**src/rtl/serial_add_pkg.sv**
```systemverilog
// Shared definitions for the bit-serial add/subtract controller.
//   state_t : controller FSM states (IDLE / RUN / DONE)
//   OP_ADD  : operation select value for A + B + CIN
//   OP_SUB  : operation select value for A - B (computed as A + ~B + 1)
package serial_add_pkg;

  typedef enum logic [1:0] {
    ST_IDLE = 2'd0,
    ST_RUN  = 2'd1,
    ST_DONE = 2'd2
  } state_t;

  localparam logic OP_ADD = 1'b0;
  localparam logic OP_SUB = 1'b1;

endpackage

```
**src/rtl/full_adder1.sv**
```systemverilog
// Single-bit full adder, the only arithmetic element of the serial adder.
//   a, b, c : addend bits and carry-in
//   sum     : a ^ b ^ c
//   carry   : majority(a, b, c)
module full_adder1 (
  input  logic a,
  input  logic b,
  input  logic c,
  output logic sum,
  output logic carry
);

  assign sum   = a ^ b ^ c;
  assign carry = (a & b) | (a & c) | (b & c);

endmodule

```
**src/rtl/serial_add_ctrl.sv**
```systemverilog
// Bit-serial add/subtract controller. One full adder is reused over WIDTH
// clocks, LSB first, with valid/ready handshakes on operand and result sides.
//   clk, rst_n                : clock (rising edge), async active-low reset
//   start_valid / start_ready : operand handshake; a_in, b_in, cin, op sampled
//                               on the accepting edge (op: 0 add, 1 subtract)
//   result_valid/result_ready : result handshake
//   sum_out, cout, ovf        : result, carry out of MSB (1 = no borrow on
//                               subtract), signed overflow; held until the
//                               next operation completes
//   busy                      : high while in RUN or DONE
module serial_add_ctrl
  import serial_add_pkg::*;
#(
  parameter int WIDTH = 8
) (
  input  logic             clk,
  input  logic             rst_n,
  input  logic             start_valid,
  output logic             start_ready,
  input  logic [WIDTH-1:0] a_in,
  input  logic [WIDTH-1:0] b_in,
  input  logic             cin,
  input  logic             op,
  output logic             result_valid,
  input  logic             result_ready,
  output logic [WIDTH-1:0] sum_out,
  output logic             cout,
  output logic             ovf,
  output logic             busy
);

  localparam int CNT_W = $clog2(WIDTH);
  localparam logic [CNT_W-1:0] CNT_LAST = CNT_W'(WIDTH - 1);

  state_t           state, state_n;
  logic [WIDTH-1:0] a_sh, b_sh, work_sum;
  logic             carry_q;
  logic [CNT_W-1:0] cnt;
  logic             fa_sum, fa_carry;
  logic             last_bit;

  assign last_bit = (cnt == CNT_LAST);

  full_adder1 u_fa (
    .a    (a_sh[0]),
    .b    (b_sh[0]),
    .c    (carry_q),
    .sum  (fa_sum),
    .carry(fa_carry)
  );

  always_ff @(posedge clk or negedge rst_n) begin
    if (!rst_n) state <= ST_IDLE;
    else        state <= state_n;
  end

  always_comb begin
    state_n      = state;
    start_ready  = 1'b0;
    result_valid = 1'b0;
    busy         = 1'b0;
    case (state)
      ST_IDLE: begin
        start_ready = 1'b1;
        if (start_valid) state_n = ST_RUN;
      end
      ST_RUN: begin
        busy = 1'b1;
        if (last_bit) state_n = ST_DONE;
      end
      ST_DONE: begin
        busy         = 1'b1;
        result_valid = 1'b1;
        if (result_ready) state_n = ST_IDLE;
      end
      default: state_n = ST_IDLE;
    endcase
  end

  always_ff @(posedge clk or negedge rst_n) begin
    if (!rst_n) begin
      a_sh     <= '0;
      b_sh     <= '0;
      work_sum <= '0;
      carry_q  <= 1'b0;
      cnt      <= '0;
      sum_out  <= '0;
      cout     <= 1'b0;
      ovf      <= 1'b0;
    end else begin
      case (state)
        ST_IDLE: begin
          if (start_valid) begin
            // Subtract reuses the adder as A + ~B + 1: invert B, seed carry.
            a_sh    <= a_in;
            b_sh    <= (op == OP_SUB) ? ~b_in : b_in;
            carry_q <= (op == OP_SUB) ? 1'b1 : cin;
            cnt     <= '0;
          end
        end
        ST_RUN: begin
          a_sh     <= a_sh >> 1;
          b_sh     <= b_sh >> 1;
          work_sum <= {fa_sum, work_sum[WIDTH-1:1]};
          carry_q  <= fa_carry;
          if (last_bit) begin
            // carry_q here is the carry into the MSB; overflow is the
            // disagreement between carry into and out of the sign bit.
            sum_out <= {fa_sum, work_sum[WIDTH-1:1]};
            cout    <= fa_carry;
            ovf     <= carry_q ^ fa_carry;
          end else begin
            cnt <= cnt + CNT_W'(1);
          end
        end
        default: ;
      endcase
    end
  end

endmodule

```
**config.mk**
```make
export PLATFORM = sky130hd
export DESIGN_NAME = serial_add_ctrl
export DESIGN_NICKNAME = d
export VERILOG_FILES = /design/src/rtl/serial_add_pkg.sv /design/src/rtl/full_adder1.sv /design/src/rtl/serial_add_ctrl.sv
export SDC_FILE = /design/constraint.sdc
export NUM_CORES = 1
export LEC_CHECK = 0
export ABC_AREA = 1
export BUFFER_PORTS_ARGS = -buffer_cell sky130_fd_sc_hd__buf_2
export CAP_MARGIN = 25
export CORE_MARGIN = 2
export CORE_UTILIZATION = 45
export CTS_CLUSTER_DIAMETER = 200
export DETAILED_ROUTE_END_ITERATION = 8
export PLACE_DENSITY = 0.77
export SLEW_MARGIN = 20
export SYNTH_ARGS = -nofsm -noshare
export SYNTH_HDL_FRONTEND = slang
export SYNTH_SLANG_ARGS = --single-unit
export TNS_END_PERCENT = 1
```
**constraint.sdc**
```tcl
create_clock -name clk -period 1.3 [get_ports clk]
set_input_delay 0.325 -clock clk [delete_from_list [all_inputs] [get_ports clk]]
set_output_delay 0.325 -clock clk [all_outputs]
set_load 0.01 [all_outputs]
```
# Yosys cells after proc, flatten, opt, wreduce, memory -nomap -nowiden
# Index checks and enable logic that the tools add are counted.
# word_totals
reg_bits	40
in_bits	22
output_inout_bits	13
elab_cells	51
# classes
n_addsub	1
eq_ne	7
mux	18
bitwise	9
n_reduce_logical	7
# op_table
operator	count
8-bit case mux with 2 select lines	2
8-bit 2-to-1 mux	3
2-bit inequality test (second input constant)	4
8-bit inverter	1
2-bit 2-to-1 mux	3
3-bit 2-to-1 mux	2
2-bit case mux with 3 select lines	1
3-bit case mux with 2 select lines	1
3-bit AND reduction	2
1-bit 2-to-1 mux	5
2-bit AND reduction	2
3-bit by 1-bit adder with 3-bit output (second input constant)	1
1-bit AND	3
3-bit == test (second input constant)	1
1-bit XOR	3
2-bit by 1-bit == test with 1-bit output (second input constant)	1
2-bit == test (second input constant)	1
2-bit zero test	1
1-bit OR	2
1-bit case mux with 2 select lines	1
2-bit nonzero test	1
2-bit OR reduction	1

# Logic depth before layout (Yosys ltp)
# Gate-level depths: netlist of the first run.
# depth
ltp_word	4
ltp_mapped	10
ltp_nobuf	8

# Cells and area by module
# Synthesis of the first run repeated with hierarchy kept, for this count alone.
# unflattened
cells_unflattened	255
area_unflattened_um2	1968.1
# by_module_without_submodules
module	n_inst	cells_per_inst	area_each_um2	seq_area_each_um2
serial_add_ctrl	1	254	1948.1	975.9
full_adder1	1	1	20.0	0.0

# Worst setup path before layout of the first run
# Ideal clock, no wire load.
# synth_path
path_kind	register to register
start	reg state[0]
end	reg carry_q
setup_ns	0.117
arrival_ns	1.224
required_time_ns	1.183
slack_ns	-0.041
stages_incl_launch_ff	9
path_buffers	1
period_less_slack_ns	1.341
path_cell_list	dfrtp_1 inv_1 ha_1 inv_1 nand2_2 nand2_4 buf_4 nand2_1 nand2_1
# synth_via
elab_chain_len	3
word_cells_on_any_way	6
classes_between	2 x eq/ne; 1 x mux; 3 x reduce/logical
# synth_rtl
element	line	rtl
from (decl)	serial_add_ctrl.sv:35	state_t state, state_n;
from (signal assigned)	serial_add_ctrl.sv:54	else state <= state_n;
2-bit by 1-bit == test with 1-bit output or 2-bit zero test (tied branches)	serial_add_ctrl.sv:91	case (state)
2-bit nonzero test (no line) or 2-bit inequality test (tied branches)	-	
2-bit AND reduction (no line)	-	
to (signal assigned)	serial_add_ctrl.sv:97	carry_q <= (op == OP_SUB) ? 1'b1 : cin;
to (signal assigned)	serial_add_ctrl.sv:105	carry_q <= fa_carry;
to (decl)	serial_add_ctrl.sv:37	logic carry_q;
# Parallel ways exist; a longest one is shown, timed or not.
# A chain may end at the register's enable or synchronous reset.

# Final worst setup path of the first run
# layout_path
start	reg state[0]
end	out start_ready
# layout_via
elab_chain_len	2
# layout_rtl
element	line	rtl
2-bit zero test	serial_add_ctrl.sv:62	case (state)
1-bit 2-to-1 mux	serial_add_ctrl.sv:62	
to (decl)	serial_add_ctrl.sv:19	output logic start_ready,
# Every way passes these cells.

==> metrics.cfg, run 1 <==
[critical_path]
r2r_cells = 8
crit_path_max_incr_delay_ns = 0.39
r2r-end = state[1]
regToRegSetupSlack_ns = -0.06
r2r_start = state[0]
slowest_stage = dfrtp_1
path_cells = inv_2 -> ha_4 -> buf_6 -> buf_6
crit_path_start_kind = flop
path_class = flop to primary output
cp_max_fo = 2
critPathArrivalTime_ns = 1.10
critical-path-top-delay-family = flip-flops
timing.critical_path.buf_inv = 3
crit_top_cell = buf_6
worst-endpoint-required_ns = 0.98
cp-end-kind = primary output

[yosys]
yosysMostFrequentCell = nand2_1
yosys_warnings = 0
yosysSeqAreaShare_pct = 49.7
yosys-top-cells-area = dfrtp_1 (50%), nand2_1 (22%), inv_1 (4.8%), o21ai_0 (4.1%), ha_1 (3.8%)
synth_edf_count = 0
synth_top_area_share_pct = 49.7
syn_area_per_cell_um2 = 7.70
synthCells = 255
yosysUniqueCellTypes = 19
synth_flop_cell = dfrtp_1
ys_ff_latch = 39
synth_top_area_cell = dfrtp_1
syn-num-nets = 284
netlist_area_mm2 = 0.00196
synth_commonest_cells = nand2_1 (117), dfrtp_1 (39), inv_1 (25)
async_flop_share_pct = 100

[layout]
drive_gt1_share_pct = 23.9
multiInputGateArea_um2 = 860
antenna_cells = 0
fin_nets = 330
fillers = 402
layout.area.seq_um2 = 976
final_area_mm2 = 0.00245
area_growth_pct = 24.6
stdcell_count = 353

[place]
port-buffer-count = 34
place_inst = 342
place_area_mm2 = 0.00226
place_worst_setup_slack_ns = -0.133
place.gp.congestion = 0.763
hpwlAfterDp_um = 2630

[power_and_ir_drop]
pwr-share-seq_pct = 36.2
p_sw_share_pct = 39.5
p_leak_nw = 1.38
p_switching_mw = 2.05
p_int_mw = 3.15
pwr-share-clk_pct = 15.8
irDropWorstVdd_v = 0.000890
combPwrFrac_pct = 48.1
powerDensity_mw_per_mm2 = 2130

[clock_tree]
root_buffer = clkbuf_8
path_clk_slew_ns = 0.07
cts_sinks = 39
clockBufferDepth = 2
clkLatencyLatePin_ns = 0.29
numCtsBuffers = 5
cts_tree = built
htreeDepth = 2

[grt]
antenna_found_initial = 0
grt_pass1_vias = 1574
track_usage_pct = 16.8
gr-total-overflow = 0
grt_max_degree = 40
grt_pass1_wl_um = 6580

[die]
die_h_um = 70.1
rows = 24
dieArea_mm2 = 0.00491
start_util_pct = 46.1
core_mm2 = 0.00426
die_w_um = 70.1
num_io_pins = 35

[timing]
fin_tns_setup_ns = -1.00
setup_ws_ns = -0.123
slew_viol_final = 0
hold_ws_ns = 0.263
setup_violations = 28
grt_setup_unrepaired = true
worst_pin_slew_ns = 0.206
layout_min_cycle_time_ns = 1.42
slew_headroom_pct = 86.2
fin_worst_skew_ns = 0.00417
timing.final.crit_share_pct = 109
fmax_mhz = 703
hold_viol = 0

[detailed_routing]
vias = 1668
vias_per_cell = 4.73
drt.antenna.violating_nets = 0
wl_per_cell_um = 10.5
drtIter0Drc = 104
wl_um = 3710
drc = 0
dr.pass1.iters = 4

[job]
maxCapViolCount = 0

[hold_path]
hold_path.class = input pin to flop
hold_start = a_in[7]
min_path_cells = 3
holdPathEnd = a_sh[7]

[run_status]
violations = negative setup slack
status = complete, but fails checks

==> metrics by stage <==
step | util [%] | power (mW)
global route | 57.4 | 5.66
CTS | 57.2 | 5.20
finish | 57.4 | 5.20
global placement | 52.9 | 3.97
floorplan | - | 3.49
detailed placement | 52.9 | 4.08
==> worst max-delay path by stage <==
stage | startpoint | to | slack (ns) | depth (start not counted)
after CTS | state[1] | result_valid | -0.13 | 3
after global placement | state[1] | b_sh[6] | -0.008 | 8
final | state[0] | start_ready | -0.12 | 4
after detailed placement | state[1] | b_sh[3] | -0.13 | 8
after floorplan | cnt[0] | cnt[0] | 0.01 | 7
after global routing | state[0] | start_ready | -0.16 | 4
==> layer usage <==
| layer | track usage (%) | vias up | part of all wire [%] | routed length [um] |
|---|---|---|---|---|
| li1 | - | 862 | - | - |
| met1 | 19.3 | 768 | 44 | 1640 |
| met2 | 29.6 | 30 | 50 | 1850 |
| met3 | 3.46 | 8 | 3.7 | 137 |
| met4 | 8.33 | 0 | 2.0 | 76 |
| met5 | 0 | - | 0 | 0 |
==> layout make-up <==
| type | count | share of cell area (%) |
|---|---|---|
| tap | 52 | 2.66 |
| clock buffer | 6 | 3.37 |
| multi-input combinational | 179 | 35.1 |
| inverter | 26 | 4.09 |
| timing repair buffer | 50 | 14.7 |
| sequential | 39 | 39.9 |
| clock inverter | 1 | 0.204 |
==> state kept, by name, summed over array words and instances (netlist names) <==
name	cells
cnt	3
sum_out	8
cout	1
state	2
work_sum	7
ovf	1
carry_q	1
a_sh	8
b_sh	8
==> worst register-to-register path: stages, from the launching register on <==
cell and delay (ns):
dfrtp_1 0.36, inv_2 0.07, ha_4 0.16, buf_4 0.15, nand2_2 0.13, buf_4 0.16, nand3_1 0.09, nand2_1 0.08
nand2_1 0.06
==> placed cells by master (no fill, tap or decap) <==
cell type      instances
nor2_2                 4
dfrtp_1               39
nand3_1               14
o21ai_0                9
buf_4                  9
nor2_1                11
nand2_8                1
inv_4                  1
nand2_2                4
xnor2_1                1
ha_2                   1
ha_4                   2
buf_6                  6
clkbuf_8               6
nand3b_1               1
ha_1                   3
buf_12                 3
clkinv_2               1
dlygate4sd3_1          1
fa_1                   1
nand4_1                2
o21ai_1               10
buf_2                 31
inv_2                  3
inv_1                 22
nand2_1              115
==> what timing repair did <==
action | 4_1_cts | 5_1_grt
hold endpoints to repair | 39 | 0
setup buffers | 3 | 0
pin swaps | 2 | 2
setup endpoints to repair | 42 | 42
gates resized for setup | 20 | 4
hold buffers | 1 | 0
==> kinds of logic after synthesis <==
logic type | count (synthesis) | share of synthesized area (%)
xor+xnor | 1 | 0.446
flops | 39 | 49.7
buf+inv | 37 | 8.79
fa+ha+maj | 7 | 4.84
compound gates | 19 | 4.84
simple gates | 152 | 31.4
==> power by group through the flow <==
stage / logic [mW] / registers [mW] / clock network, mW
after global routing: 2.84 / 1.93 / 0.887
after global placement: 2.09 / 1.89 / 0
after CTS: 2.47 / 1.88 / 0.848
after floorplan: 1.62 / 1.87 / 0
after detailed placement: 2.18 / 1.90 / 0
final: 2.50 / 1.88 / 0.822
No activity file was read; power rests on OpenSTA's default activity.
==> run 2: changes to the inputs <==
--- a/config.mk
+++ b/config.mk
@@ -16,5 +16,6 @@
 export SLEW_MARGIN = 20
 export SYNTH_ARGS = -nofsm -noshare
 export SYNTH_HDL_FRONTEND = slang
+export SYNTH_HIERARCHICAL = 1
 export SYNTH_SLANG_ARGS = --single-unit
 export TNS_END_PERCENT = 1
==> run 2 against run 1 <==
The run still ends with negative setup slack left. Register-to-register slack worse by 0.02 ns. Non-clock buffer count is 2 higher. Critical path depth stayed put. Die area rose by 0.19%. Hold slack better by 0.027 ns. Worst setup slack lost 0.024 ns. First-iteration DRC count shrank 6.7%. Sequential cell count stayed put. Maximum frequency fell by 1.6%. Core utilization up 1.1 points. Sequential power about the same. Critical path type unchanged. Largest cell class unchanged.
==> metrics.cfg, run 2 <==
[yosys]
synthAdderAreaFrac_pct = 4.83
yosys-top-cells-area = dfrtp_1 (50%), nand2_1 (22%), inv_1 (4.4%), ha_1 (3.8%), o21ai_0 (3.8%)
synth_top_family_by_area = simple AND/OR/NAND/NOR gates
yosysMostFrequentCell = nand2_1
synth_simple_gate_area_share_pct = 32.1
async_flop_share_pct = 100
synth_xor_area_share_pct = 0.445
synth-compound-area-share_pct = 4.58
synth_top_area_share_pct = 49.6
yosysSeqAreaShare_pct = 49.6
netlist_area_mm2 = 0.00197
yosysUniqueCellTypes = 21
synth_commonest_cells = nand2_1 (117), dfrtp_1 (39), inv_1 (23)
syn-num-nets = 284
yosys_warnings = 6
synth_flop_cell = dfrtp_1
synth_top_area_cell = dfrtp_1
synthCells = 255
ys_ff_latch = 39
muxShareOfSynthArea_pct = 0
synth_edf_count = 0
syn_area_per_cell_um2 = 7.72

[timing]
timing.final.crit_share_pct = 111
hold_viol = 0
grt_setup_unrepaired = true
layout_min_cycle_time_ns = 1.45
slew_viol_final = 0
setup_ws_ns = -0.147
setup_violations = 20
fin_tns_setup_ns = -0.829
fin_worst_skew_ns = 0.00329
worst_pin_slew_ns = 0.211
fmax_mhz = 691
slew_headroom_pct = 85.9

[power_and_ir_drop]
pwr-share-clk_pct = 18.9
powerDensity_mw_per_mm2 = 2200
power.total_mw = 5.52
irDropWorstVdd_v = 0.000965
pwr-share-seq_pct = 33.9
p_switching_mw = 2.10
p_int_mw = 3.42
p_sw_share_pct = 38.0
combPwrFrac_pct = 47.2
p_leak_nw = 1.40

[critical_path]
critPathArrivalTime_ns = 1.12
r2r_cells = 7
worst-endpoint-required_ns = 0.98
cp_max_fo = 3
cp-end-kind = primary output
crit_path_start_kind = flop
path_class = flop to primary output

[clock_tree]
path_clk_slew_ns = 0.08
clkLatencyLatePin_ns = 0.29
numCtsBuffers = 5
cts_sinks = 39
root_buffer = clkbuf_8
cts_tree = built
clockBufferDepth = 2
htreeDepth = 2

[layout]
antenna_cells = 0
fillers = 371
reg_top3 = a_sh: 8 flops, b_sh: 8 flops, sum_out: 8 flops
final_cell_mix = nand2_1 (115), dfrtp_1 (39), buf_2 (31)
area_growth_pct = 27.8
final_core_util_pct = 58.6
drive_gt1_share_pct = 25.3
final_area_mm2 = 0.00251
fin_nets = 332
final_common_cell = nand2_1

[grt]
antenna_found_initial = 0
grt_pass1_wl_um = 6720
grt_max_degree = 40
track_usage_pct = 17.0
gr-total-overflow = 0
grt_pass1_vias = 1536

[die]
die_h_um = 70.1
dieArea_mm2 = 0.00492
rows = 24
start_util_pct = 45.8
core_mm2 = 0.00429
num_io_pins = 35
die_w_um = 70.1

[hold_path]
hold_path.class = input pin to flop
min_path_cells = 3

[detailed_routing]
wl_um = 3860
dr.pass1.iters = 4
drtIter0Drc = 97
vias_per_cell = 4.70
drc = 0
drt.antenna.violating_nets = 0
wl_per_cell_um = 10.8
vias = 1673

[place]
place_area_mm2 = 0.00228
hpwlAfterDp_um = 2580
port-buffer-count = 34
place.gp.congestion = 0.732

[run_status]
violations = negative setup slack
status = complete, but fails checks

[job]
maxCapViolCount = 0

run 2: cell count changes in the layout (fill, tap and decap cells not counted), sizes merged:
cell / before / now
buf: 49 / 51
bufinv: 0 / 1
inv: 26 / 25
nor2: 15 / 17
o21ai: 19 / 18
run 2: logic make-up after synthesis:
| logic type | after synthesis |
|---|---|
| and+or+nand+nor | 154 |
| AOI/OAI and AO/OA | 18 |
| adders and majority gates | 7 |
| DFF | 39 |
| buffers and inverters | 36 |
| xor gates and xnor gates | 1 |
run 2: cell type report:
cell class	instances	area [um^2]	area share, %
clock inverters	2	35.0	1.39
multi-input cells	180	875	34.8
inverters	25	98.8	3.93
repair buffers	52	383	15.2
well taps	52	65.1	2.59
flip-flops and latches	39	976	38.8
clock buffers	6	82.6	3.28
run 2: what timing repair did:
| action | CTS | global route |
|---|---|---|
| hold buffers | 1 | 0 |
| gates resized for setup | 16 | 5 |
| setup endpoints to repair | 40 | 42 |
| pin swaps | 1 | 3 |
| setup buffers | 3 | 0 |
| endpoints found under the hold margin | 39 | 0 |
run 2: layer usage:
layer	global-route usage, %	share of wire (%)	vias to the layer above
met5	0	0	-
met4	4.49	1.0	0
met3	4.47	4.1	5
met2	28.1	47	35
met1	22.3	48	765
li1	-	-	868
run 2: critical path, stage by stage, from the launching register on:
cell,delay [ns]
dfrtp_1,0.38
inv_2,0.07
ha_4,0.16
buf_6,0.11
buf_6,0.11
run 2: per-stage QoR:
stage / setup slack (ns) / cells / hold WS [ns]
finish: -0.147 / 356 / 0.290
CTS: -0.154 / 356 / 0.287
detailed placement: -0.0870 / 344 / 0.310
global route: -0.206 / 356 / 0.313
global placement: -0.0518 / 344 / 0.309
floorplan: 0.00504 / 255 / 0.0294
run 2: path summary, 6_finish.rpt:
path	startpoint	end	slack (ns)
max in group asynchronous	rst_n	ovf	0.58
min in group asynchronous	rst_n	work_sum[5]	0.54
setup / recovery	state[1]	start_ready	-0.15
setup reg to reg	state[0]	b_sh[0]	-0.08
hold reg to reg	sum_out[4]	sum_out[4]	0.48
hold / removal	a_in[7]	a_sh[7]	0.29
run 2: power by group through the flow:
| stage | Clock, mW | Combinational, mW | Sequential (mW) |
|---|---|---|---|
| finish | 1.04 | 2.60 | 1.87 |
| global route | 1.11 | 2.94 | 1.92 |
| CTS | 1.07 | 2.58 | 1.87 |
| floorplan | 0 | 1.65 | 1.86 |
| detailed placement | 0 | 2.27 | 1.89 |
| global placement | 0 | 2.20 | 1.89 |
